**config.mk**
```make
export PLATFORM = sky130hd
export DESIGN_NAME = seq_divider_flat
export DESIGN_NICKNAME = d
export VERILOG_FILES = /design/src/rtl/seq_divider_if.sv /design/src/rtl/seq_divider.sv /design/src/flat_wrapper.sv
export SDC_FILE = /design/constraint.sdc
export NUM_CORES = 1
export LEC_CHECK = 0
export ABC_AREA = 0
export CAP_MARGIN = 20
export CORE_UTILIZATION = 46
export DETAILED_ROUTE_END_ITERATION = 8
export PLACE_DENSITY = 0.7
export SLEW_MARGIN = 20
export SYNTH_ARGS = -nofsm -noshare
export SYNTH_HDL_FRONTEND = slang
export SYNTH_SLANG_ARGS = --single-unit
export TNS_END_PERCENT = 1
```
**constraint.sdc**
```tcl
create_clock -name clk -period 2.38 [get_ports clk]
set_input_delay 0.476 -clock clk [delete_from_list [all_inputs] [get_ports clk]]
set_output_delay 0.476 -clock clk [all_outputs]
set_load 0.01 [all_outputs]
```
**src/rtl/seq_divider_if.sv**
```systemverilog
// Operand/result bundle for seq_divider (start/busy/done handshake plus data).
// The sign_mode signal exists only when SEQ_DIV_SIGNED_EN is defined.
interface seq_divider_if #(
    parameter int N_W = 16,
    parameter int D_W = 8
);
    logic           start;
    logic [D_W-1:0] A;
    logic [N_W-1:0] B;
`ifdef SEQ_DIV_SIGNED_EN
    logic           sign_mode;
`endif
    logic           busy;
    logic [N_W-1:0] Q;
    logic [D_W-1:0] R;
    logic           Done;
    logic           dz;

`ifdef SEQ_DIV_SIGNED_EN
    modport master (output start, A, B, sign_mode, input  busy, Q, R, Done, dz);
    modport slave  (input  start, A, B, sign_mode, output busy, Q, R, Done, dz);
`else
    modport master (output start, A, B, input  busy, Q, R, Done, dz);
    modport slave  (input  start, A, B, output busy, Q, R, Done, dz);
`endif
endinterface

```
**src/rtl/seq_divider.sv**
```systemverilog
// Multi-cycle restoring divider, one quotient bit per clock, with divide-by-zero flag.
// Define SEQ_DIV_SIGNED_EN to add the sign_mode input and the FIX sign-correction state.
//
// state | meaning
// IDLE  | waiting for start; operands captured on the accepting edge
// RUN   | one restoring step per cycle while the counter is non-zero
// FIX   | apply quotient/remainder signs (signed build, sign_mode=1)
// DONE  | Done pulse; results are already loaded
module seq_divider #(
    parameter int N_W = 16,
    parameter int D_W = 8
) (
    input  logic         clk,
    input  logic         clear,
    seq_divider_if.slave bus
);
    localparam int            CW       = $clog2(N_W + 1);
    localparam logic [CW-1:0] CNT_INIT = CW'(N_W);

`ifdef SEQ_DIV_SIGNED_EN
    typedef enum logic [1:0] {
        S_IDLE = 2'd0,
        S_RUN  = 2'd1,
        S_FIX  = 2'd2,
        S_DONE = 2'd3
    } state_t;
`else
    typedef enum logic [1:0] {
        S_IDLE = 2'd0,
        S_RUN  = 2'd1,
        S_DONE = 2'd3
    } state_t;
`endif

    state_t         r_state;
    state_t         w_state_next;
    logic [CW-1:0]  r_cnt;
    logic [D_W-1:0] r_p;
    logic [D_W-1:0] r_dvs;
    logic [D_W-1:0] r_b_lo;
    logic [D_W-1:0] r_r;
    logic [N_W-1:0] r_dvd;
    logic [N_W-1:0] r_q;
    logic           r_zero;
    logic           r_dz;
`ifdef SEQ_DIV_SIGNED_EN
    logic           r_sgn;
    logic           r_neg_q;
    logic           r_neg_r;
    logic           w_b_neg;
    logic           w_a_neg;
    logic           w_go_fix;
`endif

    logic [D_W:0]   w_p_shift;
    logic           w_ge;
    logic [D_W-1:0] w_p_next;
    logic [N_W-1:0] w_dvd_next;
    logic           w_cnt_zero;
    logic           w_first;

    // The remainder never exceeds the divisor, so the subtraction fits in D_W bits.
    assign w_p_shift  = {r_p, r_dvd[N_W-1]};
    assign w_ge       = (w_p_shift >= {1'b0, r_dvs});
    assign w_p_next   = w_ge ? (w_p_shift[D_W-1:0] - r_dvs) : w_p_shift[D_W-1:0];
    assign w_dvd_next = {r_dvd[N_W-2:0], w_ge};
    assign w_cnt_zero = (r_cnt == '0);
    assign w_first    = (r_cnt == CNT_INIT);

`ifdef SEQ_DIV_SIGNED_EN
    assign w_b_neg  = bus.sign_mode & bus.B[N_W-1];
    assign w_a_neg  = bus.sign_mode & bus.A[D_W-1];
    assign w_go_fix = r_sgn & ~r_zero;
`endif

    always_ff @(posedge clk) begin
        if (clear) begin
            r_state <= S_IDLE;
        end else begin
            r_state <= w_state_next;
        end
    end

    always_comb begin
        w_state_next = r_state;
        case (r_state)
            S_IDLE: begin
                if (bus.start) begin
                    w_state_next = S_RUN;
                end
            end
            S_RUN: begin
                if (w_cnt_zero) begin
`ifdef SEQ_DIV_SIGNED_EN
                    w_state_next = w_go_fix ? S_FIX : S_DONE;
`else
                    w_state_next = S_DONE;
`endif
                end
            end
`ifdef SEQ_DIV_SIGNED_EN
            S_FIX: begin
                w_state_next = S_DONE;
            end
`endif
            S_DONE: begin
                w_state_next = S_IDLE;
            end
            default: begin
                w_state_next = S_IDLE;
            end
        endcase
    end

    always_ff @(posedge clk) begin
        if (clear) begin
            r_cnt   <= '0;
            r_p     <= '0;
            r_dvd   <= '0;
            r_dvs   <= '0;
            r_b_lo  <= '0;
            r_zero  <= 1'b0;
            r_q     <= '0;
            r_r     <= '0;
            r_dz    <= 1'b0;
`ifdef SEQ_DIV_SIGNED_EN
            r_sgn   <= 1'b0;
            r_neg_q <= 1'b0;
            r_neg_r <= 1'b0;
`endif
        end else begin
            case (r_state)
                S_IDLE: begin
                    if (bus.start) begin
                        r_cnt  <= CNT_INIT;
                        r_p    <= '0;
                        r_zero <= 1'b0;
                        r_b_lo <= bus.B[D_W-1:0];
`ifdef SEQ_DIV_SIGNED_EN
                        // Magnitudes are divided; the most-negative value keeps its bit
                        // pattern, which is already its unsigned magnitude.
                        r_sgn   <= bus.sign_mode;
                        r_neg_q <= w_b_neg ^ w_a_neg;
                        r_neg_r <= w_b_neg;
                        r_dvd   <= w_b_neg ? -bus.B : bus.B;
                        r_dvs   <= w_a_neg ? -bus.A : bus.A;
`else
                        r_dvd   <= bus.B;
                        r_dvs   <= bus.A;
`endif
                    end
                end
                S_RUN: begin
                    if (w_first && (r_dvs == '0)) begin
                        // Skip every step; the cnt==0 cycle then finishes the operation.
                        r_zero <= 1'b1;
                        r_cnt  <= '0;
                    end else if (!w_cnt_zero) begin
                        r_p   <= w_p_next;
                        r_dvd <= w_dvd_next;
                        r_cnt <= r_cnt - 1'b1;
                    end else begin
`ifdef SEQ_DIV_SIGNED_EN
                        if (!w_go_fix) begin
`else
                        begin
`endif
                            if (r_zero) begin
                                r_q  <= '1;
                                r_r  <= r_b_lo;
                                r_dz <= 1'b1;
                            end else begin
                                r_q  <= r_dvd;
                                r_r  <= r_p;
                                r_dz <= 1'b0;
                            end
                        end
                    end
                end
`ifdef SEQ_DIV_SIGNED_EN
                S_FIX: begin
                    r_q  <= r_neg_q ? -r_dvd : r_dvd;
                    r_r  <= r_neg_r ? -r_p : r_p;
                    r_dz <= 1'b0;
                end
`endif
                default: begin
                end
            endcase
        end
    end

    assign bus.busy = (r_state != S_IDLE);
    assign bus.Done = (r_state == S_DONE);
    assign bus.Q    = r_q;
    assign bus.R    = r_r;
    assign bus.dz   = r_dz;
endmodule
```
**src/flat_wrapper.sv**
```systemverilog
// flat-port wrapper written by rule: the top's interface ports become plain ports
module seq_divider_flat 
#(
    parameter int N_W = 16,
    parameter int D_W = 8
)
  (clk, clear, bus_start, bus_A, bus_B, bus_busy, bus_Q, bus_R, bus_Done, bus_dz);
  seq_divider_if #(.N_W(N_W), .D_W(D_W)) bus_i ();
  input  logic clk;
  input  logic clear;
  input wire logic [$bits(bus_i.start)-1:0] bus_start;
  input wire logic [$bits(bus_i.A)-1:0] bus_A;
  input wire logic [$bits(bus_i.B)-1:0] bus_B;
  output wire logic [$bits(bus_i.busy)-1:0] bus_busy;
  output wire logic [$bits(bus_i.Q)-1:0] bus_Q;
  output wire logic [$bits(bus_i.R)-1:0] bus_R;
  output wire logic [$bits(bus_i.Done)-1:0] bus_Done;
  output wire logic [$bits(bus_i.dz)-1:0] bus_dz;
  assign bus_i.start = bus_start;
  assign bus_i.A = bus_A;
  assign bus_i.B = bus_B;
  assign bus_busy = bus_i.busy;
  assign bus_Q = bus_i.Q;
  assign bus_R = bus_i.R;
  assign bus_Done = bus_i.Done;
  assign bus_dz = bus_i.dz;
  seq_divider #(.N_W(N_W), .D_W(D_W)) u_core (.clk(clk), .clear(clear), .bus(bus_i));
endmodule
```
==> impl_metrics.tcl <==
set metrics [dict create \
    run_status "completed" \
    core.rowCount 31 \
    min_path_type "flip-flop to flip-flop" \
    cp_max_fo 10 \
    p_int_uw 2350 \
    peakVddDrop_uv 370 \
    crit_family "compound AO/OA/AOI/OAI gates" \
    fin_setup_tns_ps 0 \
    final_nets 505 \
    fillCellCount 690 \
    finalCriticalPeriod_ps 2240 \
    antenna_found_initial 0 \
    synth.distinct_cells 58 \
    fmax_mhz 447 \
    power_density_nw_per_um2 830 \
    final_cell_area_um2 4320 \
    die_h_um 89.0 \
    use_met3_pct 3.69 \
    drc 0 \
    cts-buffers-inserted 9 \
    routed_via_density 5.38 \
    path_buf_inv 1 \
    rsz0062_at_grt "no" \
    end_kind "flip-flop" \
    grt_max_degree 43 \
    path_clk_slew_ps 80 \
    worst_pin_slew_ps 632 \
    drt-initial-drc-count 190 \
    antenna_cells 0 \
    critPathKind "flip-flop to flip-flop" \
    p_comb_share_pct 33.1 \
    seqPwrFrac_pct 42.7 \
    slew_headroom_pct 57.8 \
    hpwl_um 5950 \
    ys_warn_count 0 \
    io_buffers 53 \
    dpl-instance-area_um2 4150 \
    cts-resized-gates 0 \
    busiest_layer "met2" \
    die-area_um2 7920 \
    max_cap_viol_count 0 \
    track_usage_pct 22.1 \
    cp_slowest_cell "dfxtp_1" \
    cts_tree "yes" \
    synth_seq_cells 73 \
    layout-drive-gt1-share_pct 9.53 \
    cts_buffer_depth 2 \
    post_drt_wl_per_cell_um 14.3 \
    synthesis.area_um2 3480 \
    syn2layout_area_growth_pct 24.1 \
    grtUsageMet2_pct 35.7 \
    worstPathArrival_ps 2510 \
    routabilityCongestion 0.844 \
    start_util_pct 47.8 \
    cts-root-buf "clkbuf_8" \
    fin_skew_ps 11.4 \
    syn_area_per_cell_um2 8.41 \
    yosysSeqAreaShare_pct 42.0 \
    cp_cell_sequence "inv_1 > ha_1 > a21o_1 > a221o_1 > a21oi_4 > mux2_1 > o2bb2ai_1" \
    final_hold_viol_count 0 \
    synthFlopType "dfxtp_1" \
    die_x_um 89.0 \
    coreArea_um2 7290 \
    grt_pass1_vias 2814 \
    holdBufCountCts 0 \
    crit_path_max_incr_delay_ps 410 \
    slew_viol_final 0 \
    setup_violations 0 \
    htree_levels 3 \
    clk-insertion-delay-late_ps 350 \
    syn-num-nets 452 \
    synth_cells 414 \
    grt_pass1_wl_um 13400 \
    met1_usage_pct 29.6 \
    switching_share_pct 34.4 \
    synth_edf_count 0 \
    cts.sinks 73 \
    period_share_pct 94.0 \
    async_flop_share_pct 0 \
    leakagePower_uw 0.00162 \
    fin_util_pct 59.3 \
    p_clk_share_pct 24.2 \
    ios 54 \
    required_ps 2650 \
    start_kind "flip-flop" \
    drtPass1Iterations 4 \
    cts_setup_buffers 0 \
    antenna_left 0 \
    grt_overflow_total 0 \
    drt-total-wl_um 8190 \
    vias 3073 \
    power.switching_uw 1240 \
]
==> worst min-delay path, stage by stage, from the launching register on <==
cell and delay (ps):
dfxtp_1 310, nand2_1 50, a21oi_1 50
==> flip-flops by register name, summed over array words and instances (netlist names) <==
| signal | cells |
|---|---|
| u_core.bus.Q | 16 |
| u_core.r_dvd | 16 |
| u_core.bus.R | 8 |
| u_core.r_b_lo | 8 |
| u_core.r_dvs | 8 |
| u_core.r_p | 8 |
| u_core.r_cnt | 5 |
| u_core.r_state | 2 |
| u_core.bus.dz | 1 |
| u_core.r_zero | 1 |
==> power by group through the flow <==
| stage | Clock (uW) | Combinational [uW] | Sequential (uW) |
|---|---|---|---|
| after global routing | 934 | 1330 | 1560 |
| after CTS | 887 | 1200 | 1530 |
| after global placement | 0 | 1180 | 1560 |
| after floorplan | 0 | 773 | 1560 |
| final | 868 | 1190 | 1530 |
| after detailed placement | 0 | 1190 | 1560 |
==> synthesized netlist by cell type, types with 2 or more instances <==
master,n,share of area (%)
a211oi_1,10,2.2
a21o_1,2,0.43
a21oi_1,24,3.4
a221o_1,4,1.1
a311oi_1,16,4.0
a31oi_1,4,0.72
and2_1,2,0.36
buf_1,2,0.22
buf_2,10,1.4
clkbuf_1,13,1.4
dfxtp_1,73,42
ha_1,10,3.6
inv_1,14,1.5
mux2_1,2,0.65
mux2i_1,13,3.7
nand2_1,68,7.3
nand2b_1,4,0.72
nand3_1,3,0.43
nor2_1,53,5.7
nor2b_1,4,0.72
nor3_1,38,5.5
nor4_1,2,0.36
nor4_4,2,1.2
o21ai_0,2,0.29
o2bb2ai_1,5,1.3
xor2_1,2,0.50
==> stage by stage <==
step	setup WS (ps)	total power (uW)	hold WS [ps]	cells
finish	142	3590	456	571
global route	48.2	3820	478	571
CTS	136	3610	459	571
detailed placement	164	2750	448	555
global placement	206	2730	443	555
floorplan	250	2330	436	414
==> layout make-up <==
type | count | area [um^2] | share of cell area, %
timing repair buffer | 69 | 671 | 15.5
sequential | 73 | 1460 | 33.8
clock inverter | 6 | 43.8 | 1.01
multi-input combinational | 300 | 1840 | 42.7
inverter | 14 | 52.6 | 1.22
clock buffer | 10 | 128 | 2.95
tap | 99 | 124 | 2.86
==> layer usage <==
metal	part of all wire [%]	vias up
met2	46	75
met4	1.4	0
li1	-	1571
met5	0	-
met3	4.7	11
met1	47	1416
==> cells in the final DEF, fill, tap and decap left out, types with 3 or more instances in the layout <==
master	instances
a211oi_1	10
a21oi_1	24
a221o_1	4
a311oi_1	16
a31oi_1	4
buf_4	14
clkbuf_8	9
clkdlybuf4s50_1	52
dfxtp_1	73
ha_1	10
inv_1	14
mux2i_1	13
nand2_1	68
nand2b_1	4
nand3_1	3
nor2_1	53
nor2b_1	4
nor3_1	38
o2bb2ai_1	5
==> logic make-up after synthesis <==
family          synth area share (%)
compound gates                  18.2
xor+xnor                       0.754
fa+ha+maj                       4.17
buf+inv                         5.10
flops                           42.0
mux                             4.38
simple gates                    25.4
==> path summary, 6_finish.rpt <==
check / startpoint / endpoint / slack (ps) / cells past startpoint
setup / recovery: u_core.r_dvs[6] / u_core.r_p[0] / 140 / 7
hold / removal: u_core.r_b_lo[2] / u_core.r_b_lo[2] / 460 / 2
setup reg to reg: u_core.r_dvs[6] / u_core.r_p[0] / 140 / 7
hold reg to reg: u_core.r_b_lo[2] / u_core.r_b_lo[2] / 460 / 2
Power figures use the tool's default switching activity.
